**src/rtl/fwd_pkg.sv**
```systemverilog
// Shared types and helpers for the EX-stage forwarding / scoreboard unit.
package fwd_pkg;

  function automatic int clog2(input int v);
    int r;
    r = 0;
    for (int i = 0; i < 32; i++) if ((1 << r) < v) r++;
    return r;
  endfunction

  localparam int SEL_RF = 0;

  typedef enum logic [1:0] {HZ_NONE, HZ_PENDING, HZ_BUSY, HZ_WAW} hz_cause_e;

endpackage

```
**src/rtl/fwd_sb_entry.sv**
```systemverilog
// One scoreboard slot: busy bit plus a countdown of remaining long-latency cycles.
module fwd_sb_entry
#(
  parameter int LAT_W = 4
)(
  input  logic             clk,
  input  logic             reset,
  input  logic             i_set,
  input  logic [LAT_W-1:0] i_lat,
  output logic             o_busy
);

  logic             r_busy;
  logic [LAT_W-1:0] r_cnt;

  // A zero latency still occupies the slot for one cycle.
  always_ff @(posedge clk) begin
    if (reset) begin
      r_busy <= 1'b0;
      r_cnt  <= '0;
    end else if (i_set) begin
      r_busy <= 1'b1;
      r_cnt  <= (i_lat == '0) ? LAT_W'(1) : i_lat;
    end else if (r_busy) begin
      if (r_cnt == LAT_W'(1)) begin
        r_busy <= 1'b0;
        r_cnt  <= '0;
      end else begin
        r_cnt <= r_cnt - LAT_W'(1);
      end
    end
  end

  assign o_busy = r_busy;

endmodule

```
**src/rtl/fwd_scoreboard_unit.sv**
```systemverilog
// EX-stage forwarding select + hazard stall with a long-latency scoreboard.
// Optional perf counters enabled by defining FWD_SCOREBOARD_PERF_EN.
module fwd_scoreboard_unit
  import fwd_pkg::*;
#(
  parameter  int NUM_SRC = 2,
  parameter  int NUM_FWD = 2,
  parameter  int REG_AW  = 5,
  parameter  int LAT_W   = 4,
  localparam int SEL_W   = clog2(NUM_FWD + 1),
  localparam int NREG    = 2 ** REG_AW
)(
  input  logic                      clk,
  input  logic                      reset,
  input  logic                      ex_valid,
  input  logic [NUM_SRC*REG_AW-1:0] ex_rs,
  input  logic [NUM_FWD*REG_AW-1:0] fwd_rd,
  input  logic [NUM_FWD-1:0]        fwd_regwrite,
  input  logic [NUM_FWD-1:0]        fwd_ready,
  input  logic                      issue_valid,
  input  logic [REG_AW-1:0]         issue_rd,
  input  logic [LAT_W-1:0]          issue_lat,
  output logic [NUM_SRC*SEL_W-1:0]  fwd_sel,
  output logic                      stall,
  output logic [NREG-1:0]           busy_vec
`ifdef FWD_SCOREBOARD_PERF_EN
  ,
  output logic [31:0]               perf_stall_cnt,
  output logic [31:0]               perf_fwd_cnt
`endif
);

  logic [NREG-1:0]    w_busy;
  logic [NUM_SRC-1:0] w_pend;
  logic [NUM_SRC-1:0] w_bhz;
  logic               w_waw;
  logic               w_issue_acc;
  hz_cause_e          w_cause;

  for (genvar i = 0; i < NUM_SRC; i++) begin : g_src
    logic [REG_AW-1:0] w_rs;
    logic [SEL_W-1:0]  w_s;
    logic              w_p;

    assign w_rs = ex_rs[i*REG_AW +: REG_AW];

    // Scan oldest to nearest so the nearest matching stage has the last word.
    always_comb begin
      w_s = SEL_W'(SEL_RF);
      w_p = 1'b0;
      for (int k = NUM_FWD - 1; k >= 0; k--) begin
        if (fwd_regwrite[k] && fwd_rd[k*REG_AW +: REG_AW] == w_rs) begin
          w_s = fwd_ready[k] ? SEL_W'(k + 1) : SEL_W'(SEL_RF);
          w_p = !fwd_ready[k];
        end
      end
      if (w_rs == '0) begin
        w_s = SEL_W'(SEL_RF);
        w_p = 1'b0;
      end
    end

    assign fwd_sel[i*SEL_W +: SEL_W] = w_s;
    assign w_pend[i] = w_p;
    assign w_bhz[i]  = (w_rs != '0) && w_busy[w_rs];
  end

  assign w_waw       = issue_valid && (issue_rd != '0) && w_busy[issue_rd];
  assign stall       = ex_valid && ((|w_pend) || (|w_bhz) || w_waw);
  assign w_issue_acc = issue_valid && !stall && (issue_rd != '0) && !reset;

  assign w_busy[0] = 1'b0;
  for (genvar r = 1; r < NREG; r++) begin : g_sb
    fwd_sb_entry #(.LAT_W(LAT_W)) u_ent (
      .clk    (clk),
      .reset  (reset),
      .i_set  (w_issue_acc && (issue_rd == REG_AW'(r))),
      .i_lat  (issue_lat),
      .o_busy (w_busy[r])
    );
  end

  assign busy_vec = w_busy;

  always_comb begin
    w_cause = HZ_NONE;
    if (|w_pend)     w_cause = HZ_PENDING;
    else if (|w_bhz) w_cause = HZ_BUSY;
    else if (w_waw)  w_cause = HZ_WAW;
  end

  a_stall_cause: assert property (@(posedge clk) disable iff (reset)
    stall |-> (w_cause != HZ_NONE));

`ifdef FWD_SCOREBOARD_PERF_EN
  logic [31:0] r_perf_stall;
  logic [31:0] r_perf_fwd;

  always_ff @(posedge clk) begin
    if (reset) begin
      r_perf_stall <= '0;
      r_perf_fwd   <= '0;
    end else begin
      if (stall && r_perf_stall != '1) r_perf_stall <= r_perf_stall + 32'd1;
      if (ex_valid && !stall && (|fwd_sel) && r_perf_fwd != '1)
        r_perf_fwd <= r_perf_fwd + 32'd1;
    end
  end

  assign perf_stall_cnt = r_perf_stall;
  assign perf_fwd_cnt   = r_perf_fwd;
`endif

endmodule

```
**config.mk**
```make
export PLATFORM = sky130hd
export DESIGN_NAME = fwd_scoreboard_unit
export DESIGN_NICKNAME = d
export VERILOG_FILES = /design/src/rtl/fwd_pkg.sv /design/src/rtl/fwd_sb_entry.sv /design/src/rtl/fwd_scoreboard_unit.sv
export SDC_FILE = /design/constraint.sdc
export NUM_CORES = 1
export LEC_CHECK = 0
export ABC_AREA = 1
export CAP_MARGIN = 5
export CORE_MARGIN = 2
export CORE_UTILIZATION = 38
export CTS_CLUSTER_DIAMETER = 40
export DETAILED_ROUTE_END_ITERATION = 6
export PLACE_DENSITY_LB_ADDON = 0.08
export REMOVE_ABC_BUFFERS = 1
export SLEW_MARGIN = 5
export SYNTH_ARGS = -nofsm -noshare
export SYNTH_HDL_FRONTEND = slang
export SYNTH_HIERARCHICAL = 1
export SYNTH_SLANG_ARGS = --single-unit
```
**constraint.sdc**
```tcl
create_clock -name clk -period 3.4 [get_ports clk]
set_input_delay 0.68 -clock clk [delete_from_list [all_inputs] [get_ports clk]]
set_output_delay 0.68 -clock clk [all_outputs]
set_load 0.1 [all_outputs]
```
---- Yosys cells after proc, flatten, opt, wreduce, memory -nomap -nowiden ----
Index checks and enable logic that the tools add are counted.
operators by class
  add/sub/neg operators ................... 31
  order comparisons ....................... 3
  equal/unequal tests ..................... 66
  multiplexer cells ....................... 207
  reductions and logical operators ........ 88
operators by type and width
  cell                 count
  $mux 4               94
  $eq 4x1->1 const B   31
  $sub 4x1->4 const B  31
  $mux 1               103
  $eq 5x5->1 const B   16
  $reduce_bool 2->1    31
  $logic_and 1x1->1    43
  $eq 5x4->1 const B   8
  $eq 5x3->1 const B   4
  $eq 5x5->1           4
  $lt 5x6->1 const B   3
  $bmux 1 s5           3
  $reduce_bool 5->1    3
  $mux 2               7
  $eq 5x2->1 const B   2
  $logic_not 5->1      2
  $eq 5x1->1 const B   1
  $logic_not 1->1      4
  $logic_not 4->1      1
  $reduce_or 2->1      2
  $logic_or 1x1->1     2
storage, ports and cells
  register bits after elaboration ......... 155
  bits of input ports ..................... 37
  output and inout bits ................... 37

---- Logic depth before layout (Yosys ltp) ----
Gate-level depths: netlist (run 1).
  word-level depth ........................ 15
  depth in mapped cells ................... 21

---- Hierarchy ----
The synthesis (run 1) kept the hierarchy.
modules (own cells, without submodules)
  module               times used  cells each  area each (um2)
  fwd_sb_entry         31          45          322.8
  fwd_scoreboard_unit  1           424         1914.3

---- Worst setup path before layout (run 1) ----
Ideal clock, no wire load.
  kind .................................... input -> output
  from .................................... input ex_rs[2]
  to ...................................... output fwd_sel[1]
  data arrival time ....................... 3.376 ns
  slack ................................... -0.656 ns
  cell stages on the path ................. 7
  buffers on the path ..................... 1
  path through ............................ buf_4 -> clkinv_1 -> o22ai_1 -> nor2_1 -> nand3_1 -> nand2_1 -> nor3_1
between the ends
  longest elaborated chain between the ends .. 5
  elaborated cells between the ends (all ways) .. 8
RTL lines
  what                 line                       text
  from (decl)          fwd_scoreboard_unit.sv:16  input logic [NUM_SRC*REG_AW-1:0] ex_rs,
  $eq 5x5->1           fwd_scoreboard_unit.sv:52  if (fwd_regwrite[k] && fwd_rd[k*REG_AW +: REG_AW] == w_rs) begin
  $logic_and 1x1->1    fwd_scoreboard_unit.sv:52
  $mux 2 (2 in a row)  fwd_scoreboard_unit.sv:52
  $mux 2 (*)           fwd_scoreboard_unit.sv:57  if (w_rs == '0) begin
  to (decl)            fwd_scoreboard_unit.sv:23  output logic [NUM_SRC*SEL_W-1:0] fwd_sel,
Every way passes the cells marked *; elsewhere a longest branch is shown, timed or not.

---- Final worst setup path (run 1) ----
  from .................................... input ex_rs[2]
  to ...................................... output stall
between the ends
  longest elaborated chain between the ends .. 9
  elaborated cells between the ends (all ways) .. 17
RTL lines
  what                                                line                       text
  branches (longest 6 deep; another with $bmux 1 s5)  --
  $logic_or 1x1->1 (*) (2 in a row)                   fwd_scoreboard_unit.sv:69  assign stall = ex_valid && ((|w_pend) || (|w_bhz) || w_waw);
  $logic_and 1x1->1 (*)                               fwd_scoreboard_unit.sv:69
  to (decl)                                           fwd_scoreboard_unit.sv:24  output logic stall,
Every way passes the cells marked *. The select of a mux whose other input is x is not followed.

==> flow_metrics.tcl, run 1 <==
set metrics [dict create \
    diodes 0 \
    min_period_over_period 0.962 \
    final_cell_mix "nand2_1, inv_1, nor2_1, buf_4, dfxtp_1" \
    clockRootBuffer "clkbuf_16" \
    grt_use_total 0.216 \
    hold_class "flip-flop to flip-flop" \
    worstPathRequired_ps 2720 \
    layout-drive-gt1-share 0.226 \
    fin_util 0.476 \
    netlist_instances 1819 \
    slew_viol_final 0 \
    hold_viol_final 0 \
    clockBufferDepth 2 \
    place_inst 2397 \
    fp.dieH_um 181 \
    yosysWarnings 6 \
    netlist_area_sq_mm 0.0119 \
    crit_fanout 10 \
    cts_buffers 17 \
    fin_cells 2429 \
    antenna_left 0 \
    via_per_inst 5.00 \
    seq_power_share 0.421 \
    place_congestion 0.914 \
    yosysUniqueCellTypes 29 \
    top_usage_layer "met2" \
    grt_pass1_vias 11453 \
    num_rows 64 \
    coreArea_sq_mm 0.0307 \
    dr_total_vias 12151 \
    maxSlewHeadroom 0.266 \
    seq_area_frac_synth 0.260 \
    cp-end-kind "output port" \
    grt_util_met1 0.271 \
    drc 0 \
    clkPwrFrac 0.438 \
    peakVddDrop_v 0.000350 \
    drt_iter0_drc 628 \
    grt_pass1_wl_mm 57.0 \
    initial_core_util 0.388 \
    status "finished, final reports clean" \
    rsz0062_at_grt "false" \
    grt_max_degree 97 \
    cts_tree "done" \
    internal_power_mw 3.22 \
    p_sw_frac 0.271 \
    power_density_mw_per_mm2 301 \
    ys_ff_latch 155 \
    setup_viol 0 \
    max-cap-violations 0 \
    critPathLaunchType "input pin" \
    wire_per_inst_um 14.4 \
    period_needed_ps 3270 \
    worstMarginPinSlew_ps 1100 \
    finalPower_mw 4.41 \
    gr-total-overflow 0 \
    io_pins 74 \
    io_buffers 72 \
    h-tree-depth 4 \
    max_freq_mhz 306 \
    critical_path_class "input pin to output port" \
    worstPathArrival_ps 2590 \
    p_sw_mw 1.20 \
    place_hpwl_mm 24.9 \
    antenna_found_initial 0 \
    syn_avg_cell_area_sq_um 6.55 \
    area_growth_pct 22.8 \
    clk_pin_slew_ps 60 \
    drt-total-wl_mm 35.0 \
    gr-usage-met3 0.0347 \
    leakage_nw 6.30 \
    dieWidth_um 181 \
    grtUsageMet2 0.373 \
    fin_nets 2121 \
    die_area_sq_mm 0.0328 \
    fin_skew_ps 7.14 \
    final_common_cell "nand2_1" \
    comb_power_share 0.141 \
    pre_cts_slack_ps -213 \
    cts_sinks 155 \
    fin_ws_ps 130 \
    insertion_delay_ps 440 \
    firstDrtPassIters 5 \
]
cell usage after synthesis:
library cell | number | area, sq um
inv_2 | 35 | 131
nand3_1 | 150 | 751
o21ai_1 | 63 | 315
xnor2_1 | 31 | 272
clkbuf_1 | 3 | 11.3
nor3_1 | 3 | 15.0
nand2_4 | 31 | 349
buf_2 | 7 | 35.0
nand2_2 | 94 | 588
nor2_1 | 193 | 724
a22oi_1 | 62 | 465
o21ai_0 | 17 | 85.1
nand4_1 | 37 | 231
clkinv_1 | 5 | 18.8
or2_2 | 1 | 6.26
ha_1 | 62 | 776
a21oi_1 | 103 | 515
a22oi_2 | 1 | 12.5
o211ai_1 | 32 | 240
buf_4 | 5 | 37.5
dfxtp_1 | 155 | 3100
o22ai_1 | 1 | 6.26
buf_6 | 4 | 45.0
conb_1 | 1 | 3.75
nand2_1 | 361 | 1360
nor2_2 | 62 | 388
nor3_2 | 31 | 310
inv_1 | 237 | 890
nand3b_1 | 32 | 240
critical path, cell delays in order:
cell	delay, ps
clkdlybuf4s50_1	490
clkinv_1	60
buf_4	170
nand2_1	70
nand2_1	40
nor2_1	120
nand4_1	120
nand2_1	80
nand3_1	60
nand2_1	60
inv_1	50
nand3_1	70
nand2_1	100
buf_4	160
inv_2	80
buf_12	170
state kept, by name, summed over array words and instances, names as in the netlist:
signal and count:
g_sb.u_ent/r_cnt 124, g_sb.u_ent/o_busy 31
repair_timing:
action,CTS,global route
pin swaps,1,3
resized for setup,4,13
hold buffers,0,0
setup endpoints to repair,1,2
setup buffers,1,1
power by group through the flow:
stage	sequential [mW]	clock (mW)	combinational [mW]
after floorplan	1.91	0	0.286
after global placement	1.90	0	0.616
after detailed placement	1.90	0	0.615
after CTS	1.86	2.00	0.617
after global routing	1.86	2.07	0.683
final	1.86	1.93	0.620
per-stage QoR:
stage                     setup TNS, ps  cell area [sq um]  hold slack (ps)
after floorplan                   -1040              11800              452
after global placement            -5780              14000              473
after detailed placement          -5460              14000              474
after CTS                             0              14600              483
after global routing                  0              14600              499
final                                 0              14600              480
kinds of logic after synthesis:
group | after synthesis | synth area share
AO/OA/AOI/OAI | 279 | 0.138
XOR/XNOR | 31 | 0.0228
adder cells (fa/ha/maj) | 62 | 0.0651
buffers and inverters | 296 | 0.0980
flip-flops | 155 | 0.260
other | 1 | 0.000315
AND/OR/NAND/NOR | 995 | 0.416
per-layer routing:
metal / part of all wire / up-vias
li1: - / 6323
met1: 0.47 / 5588
met2: 0.48 / 186
met3: 0.030 / 54
met4: 0.023 / 0
met5: 0 / -
path summary, 6_finish.rpt:
check                           slack (ps)  cells after the start                      end                    start
worst max register to register         730                     19  g_sb[21].u_ent/r_cnt[0]    g_sb[23].u_ent/o_busy
worst max-delay path                   130                     16                    stall                 ex_rs[2]
worst min-delay path                   480                      2  g_sb[29].u_ent/r_cnt[1]  g_sb[29].u_ent/r_cnt[1]
worst min register to register         480                      2  g_sb[29].u_ent/r_cnt[1]  g_sb[29].u_ent/r_cnt[1]
layout make-up:
type / instances / area, sq um
Fill cell: 3178 / 16100
Sequential cell: 155 / 3100
Inverter: 277 / 1040
Multi-Input combinational cell: 1368 / 7660
Tap cell: 396 / 495
Clock buffer: 24 / 492
Clock inverter: 6 / 86.3
Timing Repair Buffer: 203 / 1760
Note: power is estimated with default switching activity, not from simulation.
==> run 2: changes to the inputs <==
CORE_MARGIN = unset   (was 2)
CORE_UTILIZATION = 55   (was 38)
==> run 2 against run 1 <==
  * Critical path depth is 1 lower
  * Register-to-register slack better by 140 ps
  * Sequential power hardly changed
  * Clock skew up 4.0 ps
  * Critical path type unchanged
  * Final cell count down 5.4%
  * Clock power rose by 3%
  * Fmax up 1.7%
  * Utilization is 21 points higher
  * Highest routed layer unchanged
==> flow_metrics.tcl, run 2 (synthesized netlist as in run 1, its figures left out) <==
set metrics [dict create \
    setup_tns_ps 0 \
    worstPathBufferInverterCount 6 \
    firstDrtPassIters 7 \
    seq_power_share 0.418 \
    path_common_cell "nand2_1" \
    final_common_cell "nand2_1" \
    p_sw_mw 1.21 \
    clockRootBuffer "clkbuf_16" \
    antenna_found_initial 0 \
    io_pins 74 \
    min_period_over_period 0.946 \
    antenna_left 0 \
    place_congestion 0.945 \
    setup_viol 0 \
    place_hpwl_mm 22.7 \
    dr_total_vias 12303 \
    worstMarginPinSlew_ps 904 \
    crit_chain "clkdlybuf4s50_1, inv_1, buf_4, nand2_1, o21ai_0, nor2_1, nand4_1, nand2_1, nand3_1, nand2_1, inv_1, nand3_1, nand2_1, inv_2, buf_12" \
    final_cell_mix "nand2_1, inv_1, nor2_1, dfxtp_1, nand3_1" \
    worstPathArrival_ps 2540 \
    critical_path_class "input pin to output port" \
    layout-drive-gt1-share 0.222 \
    leakage_nw 6.24 \
    internal_power_mw 3.24 \
    hold_path.startpoint "g_sb[26].u_ent/r_cnt[1]" \
    fin_cells 2299 \
    coreArea_sq_mm 0.0212 \
    place_inst 2266 \
    n_fill_cell 1901 \
    hold_buffers 0 \
    power_density_mw_per_mm2 308 \
    hold_class "flip-flop to flip-flop" \
    rsz0062_at_grt "false" \
    slew_viol_final 0 \
    comb_power_share 0.134 \
    grt_pass1_wl_mm 53.1 \
    period_needed_ps 3220 \
    status "finished, final reports clean" \
    rr_worst_depth 17 \
    insertion_delay_ps 430 \
    cts_buffers 17 \
    r2r_end "g_sb[27].u_ent/r_cnt[0]" \
    drt-total-wl_mm 32.1 \
    wire_per_inst_um 14.0 \
    num_rows 53 \
    grt_use_total 0.295 \
    r2r-start "g_sb[4].u_ent/o_busy" \
    via_per_inst 5.35 \
    regMostFlops "g_sb.u_ent/r_cnt" \
    initial_core_util 0.564 \
    cp-end-kind "output port" \
    crit_fanout 7 \
    fin_nets 2110 \
    largest_reg_flops 124 \
    h-tree-depth 4 \
    rrSetupSlack_ps 870 \
    p_sw_frac 0.272 \
    gr-total-overflow 0 \
    area_growth_pct 21.0 \
    die_area_sq_mm 0.0223 \
    hold_viol_final 0 \
    critPathLaunchType "input pin" \
    dieWidth_um 149 \
    max_freq_mhz 311 \
    max-cap-violations 0 \
    cpPeakStageDelay_ps 500 \
    drc 0 \
    whs_path_depth 2 \
    clk_pin_slew_ps 70 \
    fin_skew_ps 11.2 \
    holdPathEnd "g_sb[26].u_ent/r_cnt[1]" \
    peakVddDrop_v 0.000308 \
    cts_sinks 155 \
    fp.dieH_um 149 \
    drt_iter0_drc 629 \
    grt_max_degree 156 \
    diodes 0 \
    maxSlewHeadroom 0.397 \
    slowest_stage "clkdlybuf4s50_1" \
    clkPwrFrac 0.449 \
    grt_pass1_vias 11398 \
    crit_family "buffers and inverters" \
    io_buffers 72 \
    worstPathRequired_ps 2720 \
    clockBufferDepth 2 \
    cts_tree "done" \
]
==> run 2: cell count changes in the layout (fill, tap and decap cells not counted), sizes merged, moves of 3 or more <==
cell | previous run | this run
buf | 172 | 161
clkbuf | 24 | 20
clkdlybuf4s50 | 22 | 27
clkinv | 6 | 10
dlygate4sd2 | 3 | 0
==> run 2: routing by layer <==
metal / GRT usage / routed length [um] / vias up
met3: 0.0508 / 1770 / 47
met5: 0 / 0 / -
li1: - / - / 6312
met1: 0.368 / 14400 / 5641
met2: 0.510 / 15300 / 303
met4: 0.102 / 681 / 0
==> run 2: worst max path at each step <==
stage	slack, ps	depth (start not counted)	from	end
6_report	180	15	ex_rs[1]	stall
5_1_grt	40	15	ex_rs[2]	stall
4_1_cts	60	13	issue_rd[0]	stall
3_5_place_dp	-50	21	issue_rd[0]	g_sb[27].u_ent/r_cnt[0]
3_3_place_gp	20	21	issue_rd[0]	g_sb[15].u_ent/r_cnt[0]
2_1_floorplan	-530	5	ex_rs[0]	fwd_sel[1]
==> run 2: cell type report <==
class | instances | area, sq um | area share
clock buffers | 20 | 447 | 0.0310
clock inverters | 12 | 161 | 0.0112
inverters | 277 | 1040 | 0.0721
multi-input cells | 1368 | 7650 | 0.531
flip-flops and latches | 155 | 3100 | 0.215
well taps | 275 | 344 | 0.0239
repair buffers | 192 | 1670 | 0.116
==> run 2: through the flow <==
stage               power (mW)  area [sq um]  setup slack (ps)  hold slack (ps)  utilization
detailed placement        2.48         13800             -51.1              473        0.652
finish                    4.44         14400               184              478        0.682
global route              4.61         14400              43.4              495        0.682
global placement          2.48         13800              18.1              470        0.652
CTS                       4.47         14400              63.9              483        0.681
floorplan                 2.19         11800              -535              452            -
==> run 2: power by group through the flow <==
stage | logic [mW] | clock network, mW | registers (mW)
detailed placement | 0.586 | 0 | 1.90
global placement | 0.579 | 0 | 1.90
floorplan | 0.286 | 0 | 1.91
finish | 0.594 | 1.99 | 1.86
CTS | 0.588 | 2.03 | 1.86
global route | 0.653 | 2.10 | 1.86
==> run 2: timing repair <==
action / 4_1_cts / 5_1_grt
buffers inserted: 0 / 1
gates resized for setup: 0 / 7
setup endpoints to repair: 0 / 1
==> run 2: tightest hold or removal path: cells and delay by family (launching register included) <==
kind,cells,cell delay [ps]
compound gates,1,50
simple gates,1,60
flops,1,320
==> run 3: changes to the inputs <==
clock period = 2.71 ns   (was 3.4 ns; I/O delays follow)
==> run 3 against run 2 <==
  * Register-to-register slack worse by 730 ps
  * Worst setup slack worse by 150 ps
  * Worst hold slack better by 1.0 ps
  * Via count up 2.2%
  * Non-clock buffer count up 36
  * First-iteration DRC count up 28%
  * Global-route usage up 0.44 points
  * Sequential power up 25%
==> flow_metrics.tcl, run 3 (synthesized netlist as in run 1, its figures left out) <==
set metrics [dict create \
    fin_cells 2335 \
    gr-total-overflow 0 \
    firstDrtPassIters 5 \
    fin_nets 2146 \
    cp.depth 13 \
    place_congestion 0.915 \
    hold_class "flip-flop to flip-flop" \
    grt_pass1_wl_mm 53.7 \
    hold_viol_final 0 \
    finalPower_mw 5.76 \
    dieWidth_um 149 \
    grt_max_degree 156 \
    coreArea_sq_mm 0.0212 \
    crit_family "simple AND/OR/NAND/NOR gates" \
    internal_power_mw 4.19 \
    final_common_cell "nand2_1" \
    max_freq_mhz 374 \
    hold_buffers 0 \
    fin_hold_ws_ps 479 \
    fp.dieH_um 149 \
    cts_sinks 155 \
    max-cap-violations 0 \
    path_common_cell "nand2_1" \
    io_buffers 72 \
    diodes 0 \
    power_density_mw_per_mm2 389 \
    clockBufferDepth 2 \
    drt-total-wl_mm 33.5 \
    wire_per_inst_um 14.4 \
    final_cell_mix "nand2_1, inv_1, nor2_1, buf_4, dfxtp_1" \
    worstMarginPinSlew_ps 782 \
    antenna_left 0 \
    io_pins 74 \
    area_growth_pct 24.3 \
    crit_fanout 3 \
    crit_chain "inv_1, nand2_1, nand3_1, nand3_1, nand2_1, nand3b_1, nand2_1, nor2_2, nand3_2, nand2_2, buf_6, inv_4, buf_12" \
    layout-drive-gt1-share 0.258 \
    place_hpwl_mm 23.8 \
    via_per_inst 5.39 \
    worstPathRequired_ps 2170 \
    setup_tns_ps 0 \
    min_period_over_period 0.987 \
    p_sw_frac 0.272 \
    p_sw_mw 1.57 \
    cpPeakStageDelay_ps 320 \
    cp-end-kind "output port" \
    dr_total_vias 12575 \
    die_area_sq_mm 0.0223 \
    drt_iter0_drc 804 \
    leakage_nw 6.49 \
    grt_use_total 0.300 \
    setup_viol 0 \
    cts_tree "done" \
    seq_power_share 0.404 \
    critPathLaunchType "flip-flop" \
    peakVddDrop_v 0.000345 \
    slowest_stage "dfxtp_1" \
    num_rows 53 \
    clockRootBuffer "clkbuf_16" \
    regMostFlops "g_sb.u_ent/r_cnt" \
    drc 0 \
    n_fill_cell 1847 \
    antenna_found_initial 0 \
    critical_path_class "flip-flop to output port" \
    clkPwrFrac 0.455 \
    worstPathBufferInverterCount 4 \
    initial_core_util 0.564 \
    fin_skew_ps 14.7 \
    comb_power_share 0.141 \
    slew_viol_final 0 \
    maxSlewHeadroom 0.479 \
    worstPathArrival_ps 2130 \
    clk_pin_slew_ps 70 \
    cts_buffers 17 \
    largest_reg_flops 124 \
    insertion_delay_ps 440 \
    h-tree-depth 4 \
    grt_pass1_vias 11359 \
    rr_worst_depth 18 \
    period_needed_ps 2670 \
    place_inst 2295 \
    status "finished, final reports clean" \
    whs_path_depth 2 \
]
run 3: metal layers:
metal	global-route usage	share of wire	up-vias
met5	0	0	-
met2	0.515	0.48	367
met4	0.106	0.025	0
met3	0.0401	0.057	69
met1	0.381	0.44	5757
li1	-	-	6382
run 3: final cells by class:
| cell class | count | area, sq um | area share |
|---|---|---|---|
| clock buffer | 20 | 447 | 0.0302 |
| clock inverter | 12 | 186 | 0.0126 |
| inverter | 277 | 1050 | 0.0707 |
| multi-input combinational | 1368 | 7720 | 0.521 |
| sequential | 155 | 3110 | 0.210 |
| tap | 275 | 344 | 0.0232 |
| timing repair buffer | 228 | 1960 | 0.132 |
run 3: tightest hold or removal path: stages (launching register included):
cell and delay, ps:
dfxtp_1 320, nand2_1 60, a21oi_1 50
run 3: final timing paths:
kind | from | to | slack, ps
setup / recovery | g_sb[7].u_ent/o_busy | stall | 40
hold / removal | g_sb[27].u_ent/r_cnt[1] | g_sb[27].u_ent/r_cnt[1] | 480
setup reg to reg | g_sb[7].u_ent/o_busy | g_sb[27].u_ent/r_cnt[0] | 140
hold reg to reg | g_sb[27].u_ent/r_cnt[1] | g_sb[27].u_ent/r_cnt[1] | 480
run 3: stage by stage:
stage / util / area [sq um] / setup slack (ps)
4_1_cts: 0.698 / 14800 / -50.3
6_report: 0.700 / 14800 / 35.0
2_1_floorplan: - / 11800 / -949
3_5_place_dp: 0.664 / 14000 / -803
3_3_place_gp: 0.664 / 14000 / -691
5_1_grt: 0.700 / 14800 / -62.4
run 3: power groups by stage:
stage	combinational (mW)	clock (mW)	sequential, mW
CTS	0.794	2.67	2.33
global placement	0.771	0	2.38
detailed placement	0.780	0	2.38
global route	0.882	2.76	2.33
floorplan	0.359	0	2.39
finish	0.811	2.62	2.33
run 3: repair_timing:
item	CTS	global route
pin swaps	8	14
gates resized for setup	50	60
buffers inserted	3	5
setup endpoints to repair	148	126
gates cloned	0	0
